## config.mk

```make
export PLATFORM = sky130hd
export DESIGN_NAME = mem_port_arbiter
export DESIGN_NICKNAME = d
export VERILOG_FILES = /design/src/rtl/mem_port_arbiter.sv
export SDC_FILE = /design/constraint.sdc
export NUM_CORES = 1
export LEC_CHECK = 0
export CORE_MARGIN = 5
export CORE_UTILIZATION = 50
export CTS_CLUSTER_DIAMETER = 50
export DETAILED_ROUTE_END_ITERATION = 16
export GPL_ROUTABILITY_DRIVEN = 1
export PLACE_DENSITY = 0.82
export SYNTH_ARGS = -nofsm -noshare
export SYNTH_HDL_FRONTEND = slang
export SYNTH_SLANG_ARGS = --single-unit
```

## constraint.sdc

```tcl
create_clock -name clock -period 8.8 [get_ports clock]
set_clock_uncertainty 0.1 [all_clocks]
set_input_delay 0.88 -clock clock [delete_from_list [all_inputs] [get_ports clock]]
set_output_delay 0.88 -clock clock [all_outputs]
set_load 0.005 [all_outputs]
```

## src/rtl/mem_port_arbiter.sv

```systemverilog
// mem_port_arbiter: shares one memory request/response port between two caches, round-robin, one read in flight.
// Latency: issue strobe 2 cycles after a request pulse on an idle arbiter; read data 1 cycle after mem_response_ready.
// Backpressure: one buffered request per cache; busy_x high means a new req_ready_x pulse is dropped.
//
// Ports:
//   clock, reset                      - system clock, asynchronous active-high reset
//   req_x / req_ready_x               - request word and one-cycle valid pulse from cache x
//   busy_x                            - request slot x occupied
//   mem_request / mem_request_ready   - request word and one-cycle issue strobe to memory
//   mem_response / mem_response_ready - read data and one-cycle valid pulse from memory
//   resp_x / resp_ready_x             - read data and one-cycle valid pulse back to cache x
//   timeout_error                     - sticky flag, a read was abandoned without a response
// Request word layout: [REQ_WIDTH-1] = write flag, [23:8] = address, [7:0] = write data.
module mem_port_arbiter #(
    parameter int REQ_WIDTH  = 25,
    parameter int RESP_WIDTH = 16,
    parameter int TIMEOUT    = 255,
    parameter int CNT_WIDTH  = 8
) (
    input  logic                  clock,
    input  logic                  reset,
    input  logic [REQ_WIDTH-1:0]  req_0,
    input  logic                  req_ready_0,
    input  logic [REQ_WIDTH-1:0]  req_1,
    input  logic                  req_ready_1,
    output logic                  busy_0,
    output logic                  busy_1,
    output logic [REQ_WIDTH-1:0]  mem_request,
    output logic                  mem_request_ready,
    input  logic [RESP_WIDTH-1:0] mem_response,
    input  logic                  mem_response_ready,
    output logic [RESP_WIDTH-1:0] resp_0,
    output logic                  resp_ready_0,
    output logic [RESP_WIDTH-1:0] resp_1,
    output logic                  resp_ready_1,
    output logic                  timeout_error
);

    typedef enum logic [1:0] {
        IDLE,
        ISSUE,
        WAIT_RESP
    } state_t;

    localparam int WR_BIT = REQ_WIDTH - 1;
    // The counter starts at 0 on the first WAIT_RESP cycle, so reaching
    // TIMEOUT-1 without a response means TIMEOUT cycles have been spent waiting.
    localparam logic [CNT_WIDTH-1:0] CNT_LAST = CNT_WIDTH'(TIMEOUT - 1);

    state_t               state;
    logic [REQ_WIDTH-1:0] slot_0;
    logic [REQ_WIDTH-1:0] slot_1;
    logic                 last_grant;   // cache that was issued most recently
    logic                 sel;          // owner of the request being issued / awaited
    logic                 pick;         // arbitration result for the IDLE state
    logic [CNT_WIDTH-1:0] cnt;

    // busy_x doubles as the slot-full flag. With both slots full the cache that
    // was not served last wins; otherwise the only full slot is taken.
    assign pick = (busy_0 && busy_1) ? ~last_grant : busy_1;

    always_ff @(posedge clock or posedge reset) begin
        if (reset) begin
            state             <= IDLE;
            slot_0            <= '0;
            slot_1            <= '0;
            busy_0            <= 1'b0;
            busy_1            <= 1'b0;
            last_grant        <= 1'b1;
            sel               <= 1'b0;
            cnt               <= '0;
            mem_request       <= '0;
            mem_request_ready <= 1'b0;
            resp_0            <= '0;
            resp_ready_0      <= 1'b0;
            resp_1            <= '0;
            resp_ready_1      <= 1'b0;
            timeout_error     <= 1'b0;
        end else begin
            mem_request_ready <= 1'b0;
            resp_ready_0      <= 1'b0;
            resp_ready_1      <= 1'b0;

            // Capture into an empty slot; pulses against a full slot are dropped.
            if (req_ready_0 && !busy_0) begin
                slot_0 <= req_0;
                busy_0 <= 1'b1;
            end
            if (req_ready_1 && !busy_1) begin
                slot_1 <= req_1;
                busy_1 <= 1'b1;
            end

            case (state)
                IDLE: begin
                    if (busy_0 || busy_1) begin
                        sel               <= pick;
                        mem_request       <= pick ? slot_1 : slot_0;
                        mem_request_ready <= 1'b1;
                        state             <= ISSUE;
                    end
                end

                ISSUE: begin
                    // The slot is still marked busy during this cycle, so a
                    // capture for the same cache cannot collide with the clear.
                    if (sel) begin
                        busy_1 <= 1'b0;
                    end else begin
                        busy_0 <= 1'b0;
                    end
                    last_grant <= sel;
                    if (mem_request[WR_BIT]) begin
                        state <= IDLE;
                    end else begin
                        cnt   <= '0;
                        state <= WAIT_RESP;
                    end
                end

                WAIT_RESP: begin
                    if (mem_response_ready) begin
                        if (sel) begin
                            resp_1       <= mem_response;
                            resp_ready_1 <= 1'b1;
                        end else begin
                            resp_0       <= mem_response;
                            resp_ready_0 <= 1'b1;
                        end
                        state <= IDLE;
                    end else if (cnt == CNT_LAST) begin
                        timeout_error <= 1'b1;
                        state         <= IDLE;
                    end else begin
                        cnt <= cnt + 1'b1;
                    end
                end

                default: state <= IDLE;
            endcase
        end
    end

endmodule

```

==> out/qor.tcl, run 1 <==
set qor(yosys.area.top_type) {sky130_fd_sc_hd__dfrtp_1}
set qor(cts_hold_buffers) 0
set qor(post_route_cells_drive_above_1_share) 0.244
set qor(floorplan.die_area_um2) 12300
set qor(synth-async-reset-ratio) 1.00
set qor(powerDensity_nw_per_um2) 377
set qor(end_kind) {output port}
set qor(place_congestion) 0.762
set qor(grt_pass1_wl_um) 19400
set qor(htree_num_levels) 4
set qor(drt-wirelength-per-cell_um) 17.9
set qor(grt_max_degree) 69
set qor(post_cts.repair.setup_buffers) 0
set qor(i_o_pin_total) 134
set qor(count_of_cell_types_in_the_netlist) 31
set qor(timing_hold_violations_final) 0
set qor(clock_insertion_delay_worst_skew_ps) 500
set qor(grt.overflow.total) 0
set qor(crit_chain) {clkdlybuf4s50_1}
set qor(setup-violations-final) 0
set qor(drt-total-wl_um) 11700
set qor(rows) 36
set qor(nNetsFinal) 577
set qor(netlist_area_um2) 5090
set qor(starting_density) 0.516
set qor(reg2reg_capture_point) {cnt[7]}
set qor(p_leak_nw) 3.05
set qor(post-synth-top-area-fraction) 0.610
set qor(timing_worst_setup_path_type) {reg2out}
set qor(place_hpwl_um) 7650
set qor(maxSlewViolCount) 0
set qor(gr-max-usage-layer) {met2}
set qor(number_of_gates_given_a_new_drive_strength_after_cts) 0
set qor(numClockSinks) 125
set qor(detail_route.first_pass.iterations) 4
set qor(min_cycle_time_layout_ps) 2520
set qor(utilization) 0.717
set qor(cts_inserted_buffers) 17
set qor(fmaxAchievable_mhz) 397
set qor(use_met3) 0.0764
set qor(count_of_antenna_violating_nets_left_after_detailed_routing) 0
set qor(synth-main-ff-cell) {sky130_fd_sc_hd__dfrtp_1}
set qor(max_stage_delay_on_crit_path_ps) 560
set qor(status) {finished clean}
set qor(grt_setup_unrepaired) {no}
set qor(cts-root-buf) {sky130_fd_sc_hd__clkbuf_8}
set qor(number_of_fill_cells) 675
set qor(ir_drop_uv) 222
set qor(global_route.usage.total) 0.197
set qor(seq_area_frac_synth) 0.615
set qor(vias_per_cell) 5.28
set qor(route.vias.total) 3434
set qor(tritoncts) {built}
set qor(core-area_um2) 9860
set qor(worstHoldEndpoint) {timeout_error}
set qor(tns_ps) 0
set qor(timing_worst_slew_pin_value_ps) 1180
set qor(crit_fanout) 6
set qor(rel_slew_slack) 0.208
set qor(synth-seq-cells) 125
set qor(crit_buf_inv) 1
set qor(met2_usage) 0.310
set qor(buffers_on_ports) 133
set qor(ctsLongestPathBuffers) 2
set qor(r2r_cells) 6
set qor(drc) 0
set qor(die_w_um) 111
set qor(worst_path_required_time_ps) 7820
set qor(netlist_instances) 370
set qor(synthTopCellsByArea) {sky130_fd_sc_hd__dfrtp_1 (61%), sky130_fd_sc_hd__mux2_2 (16%), sky130_fd_sc_hd__mux2i_1 (4.9%), sky130_fd_sc_hd__a21oi_1 (2.8%), sky130_fd_sc_hd__mux2_4 (2.7%)}
set qor(hold_depth) 2
set qor(syn-num-nets) 443
set qor(final_min_period_over_clock_period) 0.287
set qor(hold_start) {timeout_error}
set qor(crit_start_category) {flop}
set qor(clk_pin_slew_ps) 60
set qor(syn2layout_area_growth_pct) 38.9
set qor(hp-class) {reg2reg}
set qor(first_global_vias) 3720
set qor(cap_violations) 0
set qor(yosys_warnings) 0
set qor(first_iter_violations) 195
set qor(cp_data_arrival_time_ps) 1540
set qor(critPathTopFamily) {buffers and inverters}
set qor(cp_slowest_cell) {sky130_fd_sc_hd__clkdlybuf4s50_1}
set qor(globalRouteMet1Util) 0.252
set qor(n_antenna_cell) 0
set qor(r2r_setup_slack_ps) 6610
set qor(chipHeight_um) 111
set qor(grt_antenna_before_repair) 0
set qor(synth_enable_flop_cells) 0
set qor(postSynthAreaPerCell_um2) 13.8
set qor(rr_startpoint) {cnt[0]}
state kept, by name, summed over array words and instances, names as in the netlist:
name               count
timeout_error          1
busy_0                 1
busy_1                 1
resp_ready_0           1
sel                    1
mem_request           25
resp_0                16
state                  2
slot_0                25
cnt                    8
slot_1                25
resp_1                16
resp_ready_1           1
mem_request_ready      1
last_grant             1
synthesized netlist by cell type, types with 2 or more instances:
library cell,number
sky130_fd_sc_hd__a21oi_1,28
sky130_fd_sc_hd__buf_2,7
sky130_fd_sc_hd__buf_4,4
sky130_fd_sc_hd__buf_6,2
sky130_fd_sc_hd__clkbuf_1,7
sky130_fd_sc_hd__dfrtp_1,124
sky130_fd_sc_hd__ha_1,2
sky130_fd_sc_hd__inv_1,6
sky130_fd_sc_hd__mux2_2,74
sky130_fd_sc_hd__mux2_4,9
sky130_fd_sc_hd__mux2i_1,25
sky130_fd_sc_hd__nand2_1,5
sky130_fd_sc_hd__nand2b_1,3
sky130_fd_sc_hd__nand3_1,17
sky130_fd_sc_hd__nor2_1,29
sky130_fd_sc_hd__nor2b_1,4
sky130_fd_sc_hd__o211ai_1,3
sky130_fd_sc_hd__o21a_1,2
sky130_fd_sc_hd__o21ai_0,4
sky130_fd_sc_hd__o31ai_1,2
sky130_fd_sc_hd__or4_1,3
report_power, final:
group | internal, mW | switching, mW
Sequential | 0.862 | 0.182
Clock | 0.407 | 0.267
Combinational | 0.576 | 0.369
how the worst max path moves through the flow:
stage	slack, ps	cells after the start	endpoint	from
after floorplan	4490	1	busy_0	reset
after global placement	5970	3	timeout_error	reset
after detailed placement	5910	5	cnt[3]	mem_response_ready
after CTS	6240	1	busy_0	busy_0
after global routing	6200	5	cnt[3]	mem_response_ready
final	6280	1	busy_0	busy_0
cell usage in the layout (no fill, tap or decap), types with 2 or more instances in the layout:
master and n:
sky130_fd_sc_hd__a21oi_1 28, sky130_fd_sc_hd__buf_4 3, sky130_fd_sc_hd__bufinv_16 2, sky130_fd_sc_hd__clkbuf_16 16, sky130_fd_sc_hd__clkdlybuf4s50_1 133, sky130_fd_sc_hd__clkinv_2 2, sky130_fd_sc_hd__clkinv_4 2, sky130_fd_sc_hd__clkinvlp_4 4
sky130_fd_sc_hd__dfrtp_1 124, sky130_fd_sc_hd__ha_1 2, sky130_fd_sc_hd__inv_1 5, sky130_fd_sc_hd__inv_6 5, sky130_fd_sc_hd__mux2_2 74, sky130_fd_sc_hd__mux2_4 9, sky130_fd_sc_hd__mux2i_1 25, sky130_fd_sc_hd__nand2_1 5
sky130_fd_sc_hd__nand2b_1 3, sky130_fd_sc_hd__nand3_1 17, sky130_fd_sc_hd__nor2_1 29, sky130_fd_sc_hd__nor2b_1 2, sky130_fd_sc_hd__nor2b_2 2, sky130_fd_sc_hd__o211ai_1 3, sky130_fd_sc_hd__o21ai_0 4, sky130_fd_sc_hd__o31ai_1 2
sky130_fd_sc_hd__or4_1 3
per-stage QoR:
step | instance area (um^2) | instances | worst slack, ps | power [mW] | hold slack [ps]
CTS | 7070 | 650 | 6240 | 2.69 | 380
detailed placement | 6500 | 618 | 5910 | 1.99 | 366
global placement | 6500 | 618 | 5970 | 1.94 | 348
finish | 7070 | 650 | 6280 | 2.66 | 386
global route | 7070 | 650 | 6200 | 2.83 | 395
floorplan | 5090 | 370 | 4490 | 1.55 | 360
area by class of cell:
class                           count  area (um^2)  area share
Tap cell                          133          166      0.0235
Sequential cell                   125         3130       0.442
Timing Repair Buffer              136         1350       0.191
Clock inverter                     15          161      0.0228
Multi-Input combinational cell    218         1820       0.258
Inverter                            6         25.0     0.00354
Clock buffer                       17          414      0.0586
kinds of logic (layout without fill, tap and decap cells):
| group | after synthesis | count (layout) | synth area share |
|---|---|---|---|
| flops | 125 | 125 | 0.615 |
| mux | 108 | 108 | 0.239 |
| compound gates | 41 | 41 | 0.0445 |
| buf+inv | 27 | 174 | 0.0307 |
| simple gates | 67 | 67 | 0.0656 |
| fa+ha+maj | 2 | 2 | 0.00492 |
per-layer routing:
layer  wire, um  vias to the layer above  share of wire
li1           -                     1573              -
met1       5020                     1706           0.43
met2       5600                      147           0.48
met3        960                        8          0.082
met4         75                        0         0.0064
met5          0                        -              0
(Power assumes the default switching activity.)
==> run 2, diff against run 1 <==
--- a/config.mk
+++ b/config.mk
@@ -6,11 +6,11 @@
 export NUM_CORES = 1
 export LEC_CHECK = 0
 export CORE_MARGIN = 5
-export CORE_UTILIZATION = 50
+export CORE_UTILIZATION = 48
 export CTS_CLUSTER_DIAMETER = 50
 export DETAILED_ROUTE_END_ITERATION = 16
 export GPL_ROUTABILITY_DRIVEN = 1
-export PLACE_DENSITY = 0.82
+export PLACE_DENSITY = 0.79
 export SYNTH_ARGS = -nofsm -noshare
 export SYNTH_HDL_FRONTEND = slang
 export SYNTH_SLANG_ARGS = --single-unit
==> constraint.sdc (replaced) <==
create_clock -name clock -period 2.5 [get_ports clock]
set_clock_uncertainty 0.1 [all_clocks]
set_input_delay 0.25 -clock clock [delete_from_list [all_inputs] [get_ports clock]]
set_output_delay 0.25 -clock clock [all_outputs]
set_load 0.005 [all_outputs]
==> run 2 against run 1 <==
  * Die area up 3.8%
  * Critical endpoint unchanged
  * Final area up 1.6%
  * Sequential share of layout area down 0.69 points
  * Power rose to 3.5 times the previous value
  * Sequential power rose to 3.5 times the previous value
  * Cell count up 1.1%
  * Combinational power rose to 3.6 times the previous value
  * Flip-flop and latch count unchanged
  * Setup slack worse by 5700 ps
  * Clock-buffer cell count up 1
  * Largest cell class unchanged
  * Highest routed layer unchanged
==> out/qor.tcl, run 2 (synthesis results as in run 1) <==
set qor(first_global_vias) 3710 ;# was 3720
set qor(numClockSinks) 125 ;# unchanged
set qor(tns_ps) 0 ;# unchanged
set qor(grt_max_degree) 76 ;# was 69
set qor(post_route_cells_drive_above_1_share) 0.250 ;# was 0.244
set qor(detail_route.first_pass.iterations) 4 ;# unchanged
set qor(crit_start_category) {flop} ;# unchanged
set qor(post_cts.repair.setup_buffers) 0 ;# unchanged
set qor(nNetsFinal) 582 ;# was 577
set qor(design_power_total_mw) 9.40 ;# was 2.66 mW
set qor(maxSlewViolCount) 0 ;# unchanged
set qor(i_o_pin_total) 134 ;# unchanged
set qor(count_of_antenna_violating_nets_left_after_detailed_routing) 0 ;# unchanged
set qor(place_congestion) 0.807 ;# was 0.762
set qor(drc) 0 ;# unchanged
set qor(number_of_gates_given_a_new_drive_strength_after_cts) 0 ;# unchanged
set qor(htree_num_levels) 4 ;# unchanged
set qor(r2r_cells) 7 ;# was 6
set qor(rel_slew_slack) 0.615 ;# was 0.208
set qor(grt.overflow.total) 0 ;# unchanged
set qor(cts-root-buf) {sky130_fd_sc_hd__clkbuf_8} ;# unchanged
set qor(rr_startpoint) {cnt[0]} ;# unchanged
set qor(timing_worst_slew_pin_value_ps) 571 ;# was 1180 ps
set qor(number_of_fill_cells) 735 ;# was 675
set qor(drt-total-wl_um) 11300 ;# was 11700 um
set qor(ctsLongestPathBuffers) 2 ;# unchanged
set qor(cp_slowest_cell) {sky130_fd_sc_hd__clkdlybuf4s50_1} ;# unchanged
set qor(floorplan.die_area_um2) 12800 ;# was 12300 um^2
set qor(fmaxAchievable_mhz) 530
set qor(cts_inserted_buffers) 17 ;# unchanged
set qor(critPathTopFamily) {buffers and inverters} ;# unchanged
set qor(core-area_um2) 10300 ;# was 9860 um^2
set qor(buffers_on_ports) 133 ;# unchanged
set qor(final_min_period_over_clock_period) 0.755
set qor(final_common_cell) {sky130_fd_sc_hd__clkdlybuf4s50_1} ;# unchanged
set qor(max_stage_delay_on_crit_path_ps) 560 ;# about the same
set qor(grt_setup_unrepaired) {no} ;# unchanged
set qor(status) {finished clean} ;# unchanged
set qor(ir_drop_uv) 602 ;# was 222 uV
set qor(crit_buf_inv) 1 ;# unchanged
set qor(die_w_um) 113 ;# was 111 um
set qor(cap_violations) 0 ;# unchanged
set qor(min_cycle_time_layout_ps) 1890
set qor(chipHeight_um) 113 ;# was 111 um
set qor(rows) 37 ;# was 36
set qor(clk_pin_slew_ps) 60 ;# about the same
set qor(setup-violations-final) 0 ;# unchanged
set qor(crit_fanout) 6 ;# unchanged
set qor(clock_insertion_delay_worst_skew_ps) 490 ;# was 500 ps
set qor(place_hpwl_um) 7900 ;# was 7650 um
set qor(end_kind) {output port} ;# unchanged
set qor(grt_antenna_before_repair) 0 ;# unchanged
set qor(final_cell_mix) {sky130_fd_sc_hd__clkdlybuf4s50_1 (133), sky130_fd_sc_hd__dfrtp_1 (124), sky130_fd_sc_hd__mux2_2 (74)} ;# unchanged
set qor(n_antenna_cell) 0 ;# unchanged
set qor(timing_hold_violations_final) 0 ;# unchanged
set qor(powerDensity_nw_per_um2) 1310 ;# was 377 nW/um^2
set qor(cp_num_cells) 1 ;# unchanged
set qor(grt_pass1_wl_um) 19000 ;# was 19400 um
set qor(route.vias.total) 3453 ;# was 3434
set qor(worst_path_required_time_ps) 2150 ;# was 7820 ps
set qor(syn2layout_area_growth_pct) 41.2 ;# was 38.9%
set qor(timing_worst_setup_path_type) {reg2out} ;# unchanged
set qor(global_route.usage.total) 0.186 ;# was 0.197
set qor(starting_density) 0.493 ;# was 0.516
set qor(hp-class) {in2async} ;# was reg2reg
set qor(first_iter_violations) 143 ;# was 195
set qor(tritoncts) {built} ;# unchanged
set qor(cts_hold_buffers) 0 ;# unchanged
set qor(vias_per_cell) 5.26 ;# was 5.28
set qor(cp_data_arrival_time_ps) 1540 ;# about the same
set qor(crit_chain) {clkdlybuf4s50_1} ;# unchanged
set qor(p_leak_nw) 3.09 ;# was 3.05 nW
set qor(top_registers) {mem_request x25, slot_0 x25, slot_1 x25} ;# unchanged
set qor(launch_point_of_the_critical_path) {busy_0} ;# unchanged
set qor(drt-wirelength-per-cell_um) 17.1 ;# was 17.9 um
[run 2: cell types whose count changed in the layout (fill, tap and decap cells not counted)]
cell,before,now
sky130_fd_sc_hd__clkbuf_8,1,2
sky130_fd_sc_hd__buf_12,0,6
sky130_fd_sc_hd__clkinvlp_4,4,6
sky130_fd_sc_hd__inv_4,1,0
sky130_fd_sc_hd__buf_4,3,2
sky130_fd_sc_hd__inv_6,5,2
[run 2: metrics by stage]
step | setup WS, ps | instances | hold slack [ps] | utilization | cell area, um^2
after global placement | 562 | 626 | 355 | 0.641 | 6610
after floorplan | 612 | 370 | 298 | - | 5090
after CTS | 575 | 657 | 113 | 0.696 | 7180
final | 612 | 657 | 125 | 0.696 | 7180
after global routing | 506 | 657 | 115 | 0.696 | 7180
after detailed placement | 496 | 626 | 378 | 0.641 | 6610
[run 2: layout make-up]
cell class / count / area (um^2) / share of cell area
tap: 136 / 170 / 0.0237
inverter: 6 / 26.3 / 0.00366
timing repair buffer: 141 / 1470 / 0.204
clock inverter: 13 / 143 / 0.0199
sequential: 125 / 3130 / 0.436
multi-input combinational: 218 / 1820 / 0.254
clock buffer: 18 / 428 / 0.0596
[run 2: path summary, 6_finish.rpt]
kind	endpoint	slack (ps)
max	busy_0	610
min	resp_1[0]	120
max reg2reg	cnt[2]	660
min reg2reg	timeout_error	390
max in group asynchronous	last_grant	1780
min in group clock	slot_0[10]	270
[run 2: power breakdown]
group | total, mW | leakage, nW | switching, mW | internal (mW)
sequential | 3.64 | 1.49 | 0.604 | 3.03
clock | 2.32 | 0.266 | 0.876 | 1.44
combinational | 3.44 | 1.33 | 1.32 | 2.13
total | 9.40 | 3.09 | 2.80 | 6.60
[run 2: per-layer routing]
layer | vias up | track usage | share of wire
met4 | 0 | 0.0505 | 0.011
met3 | 12 | 0.0738 | 0.084
met1 | 1728 | 0.234 | 0.42
li1 | 1583 | - | -
met5 | - | 0 | 0
met2 | 130 | 0.301 | 0.49
==> run 3, diff against run 2 <==
--- a/config.mk
+++ b/config.mk
@@ -6,11 +6,11 @@
 export NUM_CORES = 1
 export LEC_CHECK = 0
 export CORE_MARGIN = 5
-export CORE_UTILIZATION = 48
+export CORE_UTILIZATION = 44
 export CTS_CLUSTER_DIAMETER = 50
 export DETAILED_ROUTE_END_ITERATION = 16
 export GPL_ROUTABILITY_DRIVEN = 1
-export PLACE_DENSITY = 0.79
+export PLACE_DENSITY = 0.76
 export SYNTH_ARGS = -nofsm -noshare
 export SYNTH_HDL_FRONTEND = slang
 export SYNTH_SLANG_ARGS = --single-unit
==> constraint.sdc (replaced) <==
create_clock -name clock -period 1.7 [get_ports clock]
set_clock_uncertainty 0.1 [all_clocks]
set_input_delay 0.17 -clock clock [delete_from_list [all_inputs] [get_ports clock]]
set_output_delay 0.17 -clock clock [all_outputs]
set_load 0.005 [all_outputs]
==> run 3 against run 2 <==
  * Sequential power rose by 48%
  * Clock-buffer cell count rose by 4
  * Routed wire length rose by 6.5%
  * Final area rose by 1.6%
  * Cell count rose by 2.7%
  * First-iteration DRC count rose by 18%
  * Largest power group unchanged
  * Flip-flop and latch count did not move
  * Critical path depth did not move
==> out/qor.tcl, run 3 (synthesis results as in run 1) <==
set qor(proportion_of_power_drawn_by_combinational_gates) 0.372 ;# was 0.366
set qor(crit_start_category) {flop} ;# unchanged
set qor(drc) 0 ;# unchanged
set qor(timing_hold_violations_final) 0 ;# unchanged
set qor(final_min_period_over_clock_period) 0.976
set qor(worst_path_required_time_ps) 1430 ;# was 2150 ps
set qor(p_leak_nw) 3.15 ;# was 3.09 nW
set qor(crit_fanout) 6 ;# unchanged
set qor(ctsLongestPathBuffers) 2 ;# unchanged
set qor(cap_violations) 0 ;# unchanged
set qor(htree_num_levels) 4 ;# unchanged
set qor(timing_worst_setup_path_type) {reg2out} ;# unchanged
set qor(starting_density) 0.448 ;# was 0.493
set qor(global_route.usage.total) 0.175 ;# was 0.186
set qor(n_antenna_cell) 0 ;# unchanged
set qor(status) {finished clean} ;# unchanged
set qor(cp_data_arrival_time_ps) 1390 ;# was 1540 ps
set qor(swShare) 0.290 ;# was 0.298
set qor(globalRouteMet1Util) 0.216 ;# was 0.234
set qor(grt_antenna_before_repair) 0 ;# unchanged
set qor(grt.overflow.total) 0 ;# unchanged
set qor(floorplan.die_area_um2) 13800 ;# was 12800 um^2
set qor(final_cell_mix) {sky130_fd_sc_hd__clkdlybuf4s50_1 (133), sky130_fd_sc_hd__dfrtp_1 (122), sky130_fd_sc_hd__mux2_2 (74)} ;# was sky130_fd_sc_hd__clkdlybuf4s50_1 (133), sky130_fd_sc_hd__dfrtp_1 (124), sky130_fd_sc_hd__mux2_2 (74)
set qor(clock_insertion_delay_worst_skew_ps) 400 ;# was 490 ps
set qor(first_iter_violations) 169 ;# was 143
set qor(vias_per_cell) 5.13 ;# was 5.26
set qor(fmaxAchievable_mhz) 603
set qor(count_of_antenna_violating_nets_left_after_detailed_routing) 0 ;# unchanged
set qor(die_w_um) 118 ;# was 113 um
set qor(clkPwrFrac) 0.242 ;# was 0.247
set qor(hp-class) {in2async} ;# unchanged
set qor(detail_route.first_pass.iterations) 4 ;# unchanged
set qor(use_met3) 0.0716 ;# was 0.0738
set qor(power_frac_seq) 0.386 ;# was 0.387
set qor(crit_chain) {clkdlybuf4s50_1} ;# unchanged
set qor(numClockSinks) 125 ;# unchanged
set qor(post_route_cells_drive_above_1_share) 0.267 ;# was 0.250
set qor(i_o_pin_total) 134 ;# unchanged
set qor(critPathTopFamily) {buffers and inverters} ;# unchanged
set qor(gr-max-usage-layer) {met2} ;# unchanged
set qor(route.vias.total) 3461 ;# was 3453
set qor(crit_buf_inv) 1 ;# unchanged
set qor(setup-violations-final) 0 ;# unchanged
set qor(utilization) 0.642 ;# was 0.696
set qor(tritoncts) {built} ;# unchanged
set qor(drt-wirelength-per-cell_um) 17.8 ;# was 17.1 um
set qor(grt_pass1_wl_um) 19600 ;# was 19000 um
set qor(cts_inserted_buffers) 17 ;# unchanged
set qor(r2r_setup_slack_ps) 50 ;# was 660 ps
set qor(top_registers) {mem_request x25, slot_0 x25, slot_1 x25} ;# unchanged
set qor(place_congestion) 0.801 ;# was 0.807
set qor(final_common_cell) {sky130_fd_sc_hd__clkdlybuf4s50_1} ;# unchanged
set qor(met2_usage) 0.283 ;# was 0.301
set qor(cts-root-buf) {sky130_fd_sc_hd__clkbuf_16} ;# was sky130_fd_sc_hd__clkbuf_8
set qor(grt_max_degree) 87 ;# was 76
set qor(cp_slowest_cell) {sky130_fd_sc_hd__clkdlybuf4s50_1} ;# unchanged
set qor(maxSlewViolCount) 0 ;# unchanged
set qor(timing_worst_slew_pin_value_ps) 485 ;# was 571 ps
set qor(design_area_um2) 7300 ;# was 7180 um^2
set qor(first_global_vias) 3823 ;# was 3710
set qor(max_stage_delay_on_crit_path_ps) 550 ;# was 560 ps
set qor(chipHeight_um) 118 ;# was 113 um
set qor(ir_drop_uv) 905 ;# was 602 uV
set qor(drt-total-wl_um) 12000 ;# was 11300 um
set qor(end_kind) {output port} ;# unchanged
set qor(rows) 39 ;# was 37
set qor(p_int_mw) 9.90 ;# was 6.60 mW
set qor(nNetsFinal) 594 ;# was 582
set qor(core-area_um2) 11400 ;# was 10300 um^2
set qor(powerDensity_nw_per_um2) 1910 ;# was 1310 nW/um^2
set qor(syn2layout_area_growth_pct) 43.4 ;# was 41.2%
set qor(cts_hold_buffers) 0 ;# unchanged
set qor(buffers_on_ports) 133 ;# unchanged
set qor(place_hpwl_um) 8310 ;# was 7900 um
set qor(rel_slew_slack) 0.677 ;# was 0.615
set qor(clk_pin_slew_ps) 50 ;# was 60 ps
set qor(min_cycle_time_layout_ps) 1660
set qor(placed_cell_area_um2) 6660 ;# was 6610 um^2
set qor(p_sw_mw) 4.05 ;# was 2.80 mW
run 3: cell count changes in the layout (fill, tap and decap cells not counted), sizes merged:
cell      change
buf          +11
clkbuf        +4
clkinvlp      -4
inv           -2
clkinv        +1
nand3         +1
run 3: what timing repair did:
| action | 4_1_cts | 5_1_grt |
|---|---|---|
| pin swaps | 0 | 1 |
| setup buffers | 0 | 4 |
| gates cloned | 0 | 1 |
| setup endpoints to repair | 3 | 32 |
| resized for setup | 3 | 3 |
run 3: layout make-up:
class                   count  area [um^2]
clock inverters             8         92.6
repair buffers            152         1560
multi-input cells         219         1850
inverters                   6         26.3
well taps                 143          179
clock buffers              22          464
fillers                   882         4070
flip-flops and latches    125         3130
run 3: power groups by stage:
stage	registers (mW)	clock network (mW)	logic (mW)
after global routing	5.58	3.61	5.67
after CTS	5.37	3.46	5.24
after global placement	5.32	0	5.05
after floorplan	5.22	0	2.78
after detailed placement	5.40	0	5.20
final	5.38	3.37	5.19
run 3: per-stage QoR:
stage                     setup WS (ps)  instances  hold slack (ps)  TNS [ps]  power, mW
after global routing              -2.12        675              206     -2.12       14.9
after detailed placement           -104        640              393     -1500       10.6
after global placement            -82.1        640              362      -614       10.4
after floorplan                    -108        370              218    -13450       8.01
after CTS                          7.85        670              183         0       14.1
final                              40.3        675              136         0       13.9
run 3: path summary, 6_finish.rpt:
kind / start / end / depth (start not counted)
setup / recovery: busy_0 / busy_0 / 1
hold / removal: reset / slot_1[24] / 3
setup reg to reg: sel / resp_0[3] / 4
hold reg to reg: resp_1[5] / resp_1[5] / 1
max in group asynchronous: reset / busy_1 / 3
min in group clock: req_ready_0 / busy_0 / 3
run 3: per-layer routing:
metal  part of all wire  wire length, um
met1               0.42             5060
met2               0.49             5910
met3              0.073              875
met4              0.012              145
met5                  0                0
